**config.mk**
```make
export PLATFORM = sky130hd
export DESIGN_NAME = elastic_pipe
export DESIGN_NICKNAME = d
export VERILOG_FILES = /design/src/rtl/elastic_pipe.sv
export SDC_FILE = /design/constraint.sdc
export NUM_CORES = 1
export LEC_CHECK = 0
export ABC_AREA = 1
export CORE_ASPECT_RATIO = 1.2
export CORE_MARGIN = 2
export CORE_UTILIZATION = 40
export DETAILED_ROUTE_END_ITERATION = 8
export GPL_ROUTABILITY_DRIVEN = 1
export PLACE_DENSITY_LB_ADDON = 0.3
export SKIP_CTS_REPAIR_TIMING = 1
export SYNTH_ARGS = -nofsm -noshare
export SYNTH_HDL_FRONTEND = slang
export SYNTH_SLANG_ARGS = --single-unit
```
**constraint.sdc**
```tcl
create_clock -name clk -period 0.9 [get_ports clk]
set_input_delay 0.18 -clock clk [delete_from_list [all_inputs] [get_ports clk]]
set_output_delay 0.18 -clock clk [all_outputs]
set_load 0.005 [all_outputs]
```
**src/rtl/elastic_pipe.sv**
```systemverilog
// elastic_pipe: DEPTH-stage ready/valid register pipe with bubble collapse and synchronous flush; latency DEPTH-1 cycles
// after the accepting edge; ready chains combinationally back from io_deq_ready. PIPE_COUNT_EN adds the io_count port.
module elastic_pipe #(
   parameter int WIDTH = 8,
   parameter int DEPTH = 2
) (
   input  logic             clk,
   input  logic             reset,
   input  logic             io_enq_valid,
   output logic             io_enq_ready,
   input  logic [WIDTH-1:0] io_enq_bits,
   output logic             io_deq_valid,
   input  logic             io_deq_ready,
   output logic [WIDTH-1:0] io_deq_bits,
   input  logic             io_flush
`ifdef PIPE_COUNT_EN
   ,
   output logic [$clog2(DEPTH+1)-1:0] io_count
`endif
);

   logic [DEPTH-1:0] valid;
   logic [DEPTH-1:0] adv;
   logic [WIDTH-1:0] data [DEPTH];
   logic             free_chain;
   logic             enq_fire;

   // Walk from the tail toward stage 0: a stage advances when the one ahead is empty or itself advancing.
   always_comb begin
      adv        = '0;
      free_chain = io_deq_ready;
      for (int i = DEPTH-1; i >= 0; i--) begin
         adv[i]     = valid[i] && free_chain;
         free_chain = !valid[i] || adv[i];
      end
   end

   assign io_enq_ready = free_chain && !io_flush;
   assign enq_fire     = io_enq_valid && io_enq_ready;
   assign io_deq_valid = valid[DEPTH-1] && !io_flush;
   assign io_deq_bits  = data[DEPTH-1];

   always_ff @(posedge clk or negedge reset) begin
      if (!reset) begin
         valid <= '0;
      end else if (io_flush) begin
         valid <= '0;
      end else begin
         valid[0] <= enq_fire || (valid[0] && !adv[0]);
         for (int i = 1; i < DEPTH; i++) begin
            valid[i] <= adv[i-1] || (valid[i] && !adv[i]);
         end
      end
   end

   // Data only moves with a live handshake/advance; a flush leaves stale data in place.
   always_ff @(posedge clk or negedge reset) begin
      if (!reset) begin
         for (int i = 0; i < DEPTH; i++) begin
            data[i] <= '0;
         end
      end else if (!io_flush) begin
         if (enq_fire) begin
            data[0] <= io_enq_bits;
         end
         for (int i = 1; i < DEPTH; i++) begin
            if (adv[i-1]) begin
               data[i] <= data[i-1];
            end
         end
      end
   end

`ifdef PIPE_COUNT_EN
   localparam int CW = $clog2(DEPTH+1);

   logic          deq_fire;
   logic [CW-1:0] count;

   assign deq_fire = io_deq_valid && io_deq_ready;
   assign io_count = count;

   always_ff @(posedge clk or negedge reset) begin
      if (!reset) begin
         count <= '0;
      end else if (io_flush) begin
         count <= '0;
      end else if (enq_fire && !deq_fire) begin
         count <= count + CW'(1);
      end else if (deq_fire && !enq_fire) begin
         count <= count - CW'(1);
      end
   end
`endif

endmodule
```
==> results.cfg, run 1 <==
[synth]
syn_inst = 92
synthArstFlopShare_pct = 100
synth_fp_nets = 105
synth_edf_count = 0
synth_common_cells = nand2_1, dfrtp_1, inv_1
yosysTopAreaCell = dfrtp_1
ys_seq_area_share_pct = 50.1
yosysMostFrequentCell = nand2_1
yosysWarnings = 0
syn_area_um2 = 898
synth_cell_types = 16
synth-seq-cells = 18
synth_top_area_share_pct = 50.1
ys.flop_type = dfrtp_1
synth_area_leaders = dfrtp_1, nand2_1, o21ai_2
syn_area_per_cell_um2 = 9.76

[sta]
timing.hold.ws_ns = 0.203
fin_crit_ns = 1.27
layout_setup_ws_ns = -0.367
setup_viol_count_final = 28
fin_crit_sh_pct = 141
rsz0062_at_grt = true
finClkSkew_ns = 0.000450
tightestPinTransition_ns = 0.169
clock.fmax_mhz = 789
finalHoldViolations = 0
maxSlewViolCount = 0
slew_headroom_pct = 88.7
tns_ns = -5.67

[route]
vias = 700
wl_met1_um = 715
via_per_inst = 4.52
highest_layer = met4
drt-wirelength-per-cell_um = 10.8
drt_wl_total_mm = 1.67
ant_nets = 0
wl_met2_um = 826
drtPass1Iterations = 4
drtIter0Drc = 9
met3WireLength_um = 85
drc_errors = 0

[critical_path]
worstPathMaxFanout = 2
critPathArrivalTime_ns = 1.09
worst-setup-path-type = reg2out
critical_path_required_ns = 0.72
start_kind = register
rrSetupSlack_ns = -0.30
endpoint_kind = primary output

[die]
core_mm2 = 0.00209
die_h_um = 55.9
die_x_um = 47.3
rows = 18
die_area_mm2 = 0.00264
initial_utilization_pct = 42.9
io_pins = 23

[placement]
dpl_cell_area_mm2 = 0.00114
placed_cells = 143
gp_congestion = 0.729
place_ws_ns = -0.662
hpwl_mm = 1.15
port_buffers = 22

[power_and_ir_drop]
ir_worst_vdd_mv = 1.01
swShare_pct = 27.1
pwr-share-seq_pct = 49.1
power_frac_clock_pct = 24.6
p_comb_share_pct = 26.3
p_sw_mw = 0.552
p_int_mw = 1.48
total_power_mw = 2.03
leakagePower_nw = 0.618
p_per_area_mw_per_mm2 = 1680

[cts]
cts_tree = done
clockBufferDepth = 2
clkTransAtPathRegs_ns = 0.10
clock_sinks = 18
clk_latency_ns = 0.29
root_buffer = clkbuf_4
h-tree-depth = 1
cts_inserted_buffers = 3

[finish]
fin_util_pct = 57.9
finish.net_count = 139
fill_cells = 191
area_growth_pct = 35.1
stdcell_area_mm2 = 0.00121
drive_gt1_share_pct = 40.8
antenna-diode-count = 0
layout.cells.non_filler = 155

[grt]
grt_start_max_net_pins = 19
grt_overflow = 0
antenna_found_initial = 0
grt_pass1_wl_mm = 2.63
grt_usage_pct = 14.0
grt_pass1_vias = 607

[hold_path]
worstHoldPathType = in2async

[job]
drv_cap = 0

[run_status]
status = finished, violations left
failed_checks = negative setup slack
==> final cells by class <==
cell class / count / area (um^2) / area share, %
Sequential cell: 18 / 450 / 37.1
Clock buffer: 4 / 36.3 / 2.99
Tap cell: 30 / 37.5 / 3.09
Multi-Input combinational cell: 49 / 315 / 26.0
Inverter: 14 / 52.6 / 4.33
Timing Repair Buffer: 40 / 322 / 26.5
==> flip-flops by register name, indices dropped and copies added, names as in the netlist <==
signal,count
data,8
io_deq_bits,8
valid,2
==> routing by layer <==
metal	up-vias	track usage (%)
li1	352	-
met4	0	8.33
met2	24	21.2
met5	-	0
met3	5	2.92
met1	319	17.5
==> path summary, 6_finish.rpt <==
check,cells past startpoint,to,from
max in group asynchronous,2,io_deq_bits[4],reset
hold reg to reg,2,data[14],data[14]
hold / removal,2,valid[0],reset
setup / recovery,5,io_enq_ready,valid[1]
min in group clk,3,data[13],io_enq_bits[5]
setup reg to reg,6,io_deq_bits[7],valid[1]
==> placed cells by master (no fill, tap or decap) <==
cell,synthesis,layout
inv_2,1,2
nand2_1,23,22
nand2_2,3,4
nor2_1,1,1
clkbuf_2,0,10
nand4_1,8,8
a21oi_1,1,1
inv_1,13,12
buf_12,1,1
buf_4,8,16
a21oi_2,1,1
clkdlybuf4s50_1,0,12
buf_6,2,1
o21ai_2,8,8
clkbuf_8,0,1
dfrtp_1,18,18
clkbuf_4,0,3
nand3_4,2,4
==> critical path, cell delays in order, from the launching register on <==
cell and delay, ns:
dfrtp_1 0.41, buf_6 0.13, nand3_4 0.07, nand2_2 0.06, inv_2 0.04, clkbuf_2 0.10
==> kinds of logic after synthesis <==
group	Yosys count	synth area share, %
and+or+nand+nor	38	22.7
AOI/OAI and AO/OA	10	9.33
DFF	18	50.1
buffers and inverters	26	17.8
==> power by group through the flow <==
| stage | Clock (mW) | Combinational, mW | Sequential, mW |
|---|---|---|---|
| global placement | 0 | 0.519 | 1.01 |
| finish | 0.501 | 0.535 | 0.999 |
| detailed placement | 0 | 0.529 | 1.02 |
| CTS | 0.511 | 0.531 | 1.00 |
| global route | 0.554 | 0.597 | 1.01 |
| floorplan | 0 | 0.334 | 1.01 |
No activity file was read; power rests on OpenSTA's default activity.
==> run 2, diff against run 1 <==
--- a/config.mk
+++ b/config.mk
@@ -11,6 +11,7 @@
 export CORE_UTILIZATION = 40
 export DETAILED_ROUTE_END_ITERATION = 8
 export GPL_ROUTABILITY_DRIVEN = 1
+export GPL_TIMING_DRIVEN = 0
 export PLACE_DENSITY_LB_ADDON = 0.3
 export SKIP_CTS_REPAIR_TIMING = 1
 export SYNTH_ARGS = -nofsm -noshare
==> run 2 against run 1 <==
- the flow finishes with violations (negative hold slack, negative setup slack)
- critical path type unchanged
- clock-buffer cell count decreased by 1
- critical endpoint unchanged
- register-to-register slack improved by 0.03 ns
- highest routed layer unchanged
- worst setup slack got worse by 0.047 ns
==> results.cfg, run 2 (synthesis results as in run 1) <==
[run_status]
status = finished, violations left
failed_checks = negative hold slack, negative setup slack

[power_and_ir_drop]
p_per_area_mw_per_mm2 = 1590
leakagePower_nw = 0.663
power_frac_clock_pct = 19.1
total_power_mw = 2.03
ir_worst_vdd_mv = 1.10
p_comb_share_pct = 30.4
p_sw_mw = 0.556
p_int_mw = 1.47
swShare_pct = 27.4
pwr-share-seq_pct = 50.5

[finish]
fin_util_pct = 60.7
final_common_cell = dfrtp_1
multiInputGateArea_um2 = 313
finish.net_count = 139
area_growth_pct = 41.5
fill_cells = 179
layout_common_cells = dfrtp_1, nand2_1, buf_4
drive_gt1_share_pct = 47.6
antenna-diode-count = 0
seq_area_um2 = 450

[die]
die_x_um = 47.3
die_area_mm2 = 0.00264
io_pins = 23
core_mm2 = 0.00209
die_h_um = 55.9
initial_utilization_pct = 42.9
rows = 18

[sta]
rsz0062_at_grt = true
tightestPinTransition_ns = 0.829
setup_viol_count_final = 27
finalHoldViolations = 18
tns_ns = -4.73
finClkSkew_ns = 0.00471
clock.fmax_mhz = 761
maxSlewViolCount = 0
fin_crit_sh_pct = 146
layout_setup_ws_ns = -0.414
fin_crit_ns = 1.31
timing.hold.ws_ns = -0.0292
slew_headroom_pct = 44.7

[grt]
grt_start_max_net_pins = 19
grt_pass1_wl_mm = 2.48
grt_usage_pct = 12.8
grt_pass1_vias = 605
antenna_found_initial = 0
grt_overflow = 0

[critical_path]
cp-startpoint = valid[1]
r2r-start = valid[1]
cp_slowest_stage_delay_ns = 0.41
start_kind = register
critical_path_required_ns = 0.72
worstPathMaxFanout = 8
critPathArrivalTime_ns = 1.13
endpoint_kind = primary output
cp_slowest_cell = dfrtp_1
critPathTopFamily = flip-flops
worst-setup-path-type = reg2out
crit_chain = nand3_2, buf_6, nand2_2, inv_2, clkbuf_2
worst-path-buf-inv = 3

[job]
drv_cap = 0

[route]
drt-wirelength-per-cell_um = 11.1
vias = 671
drc_errors = 0
ant_nets = 0
drtPass1Iterations = 4
via_per_inst = 4.36
drtIter0Drc = 8
drt_wl_total_mm = 1.71

[hold_path]
worstHoldPathType = in2async

[cts]
h-tree-depth = 1
clk_latency_ns = 0.28
root_buffer = clkbuf_4
cts_inserted_buffers = 3
cts_tree = done
clockBufferDepth = 2
clock_sinks = 18
clkTransAtPathRegs_ns = 0.10

[placement]
place_ws_ns = -0.831
port_buffers = 21
gp_congestion = 0.710
hpwl_mm = 1.16
## run 2: final timing paths
check / end / slack [ns] / cells after the start
setup / recovery: io_enq_ready / -0.41 / 5
hold reg to reg: data[11] / 0.48 / 2
setup reg to reg: io_deq_bits[5] / -0.27 / 6
max in group asynchronous: io_deq_bits[7] / 0.41 / 1
hold / removal: valid[1] / -0.03 / 1
min in group clk: valid[0] / 0.14 / 2
## run 2: final cells by class
type / instances / area share [%]
Buffer: 6 / 5.22
Clock buffer: 3 / 1.77
Inverter: 14 / 4.13
Multi-Input combinational cell: 48 / 24.6
Sequential cell: 18 / 35.4
Tap cell: 30 / 2.95
Timing Repair Buffer: 35 / 25.9
## run 2: power groups by stage
stage	clock network (mW)	logic (mW)	registers (mW)
after floorplan	0	0.334	1.01
after global placement	0	0.566	1.02
after detailed placement	0	0.581	1.02
after CTS	0.401	0.582	1.01
after global routing	0.442	0.679	1.04
final	0.386	0.616	1.02
## run 2: per-layer routing
metal	global-route usage [%]	part of all wire [%]
met5	0	0
met4	5.95	1.9
met3	2.92	3.4
met2	22.0	54
met1	14.0	41
## run 2: through the flow
stage          hold WS (ns)  std cells  instance area (um^2)
2_1_floorplan        -0.116         92                   898
3_5_place_dp          0.460        143                  1150
5_1_grt              0.0444        154                  1270
6_report            -0.0292        154                  1270
4_1_cts               0.222        146                  1170
3_3_place_gp          0.456        143                  1150
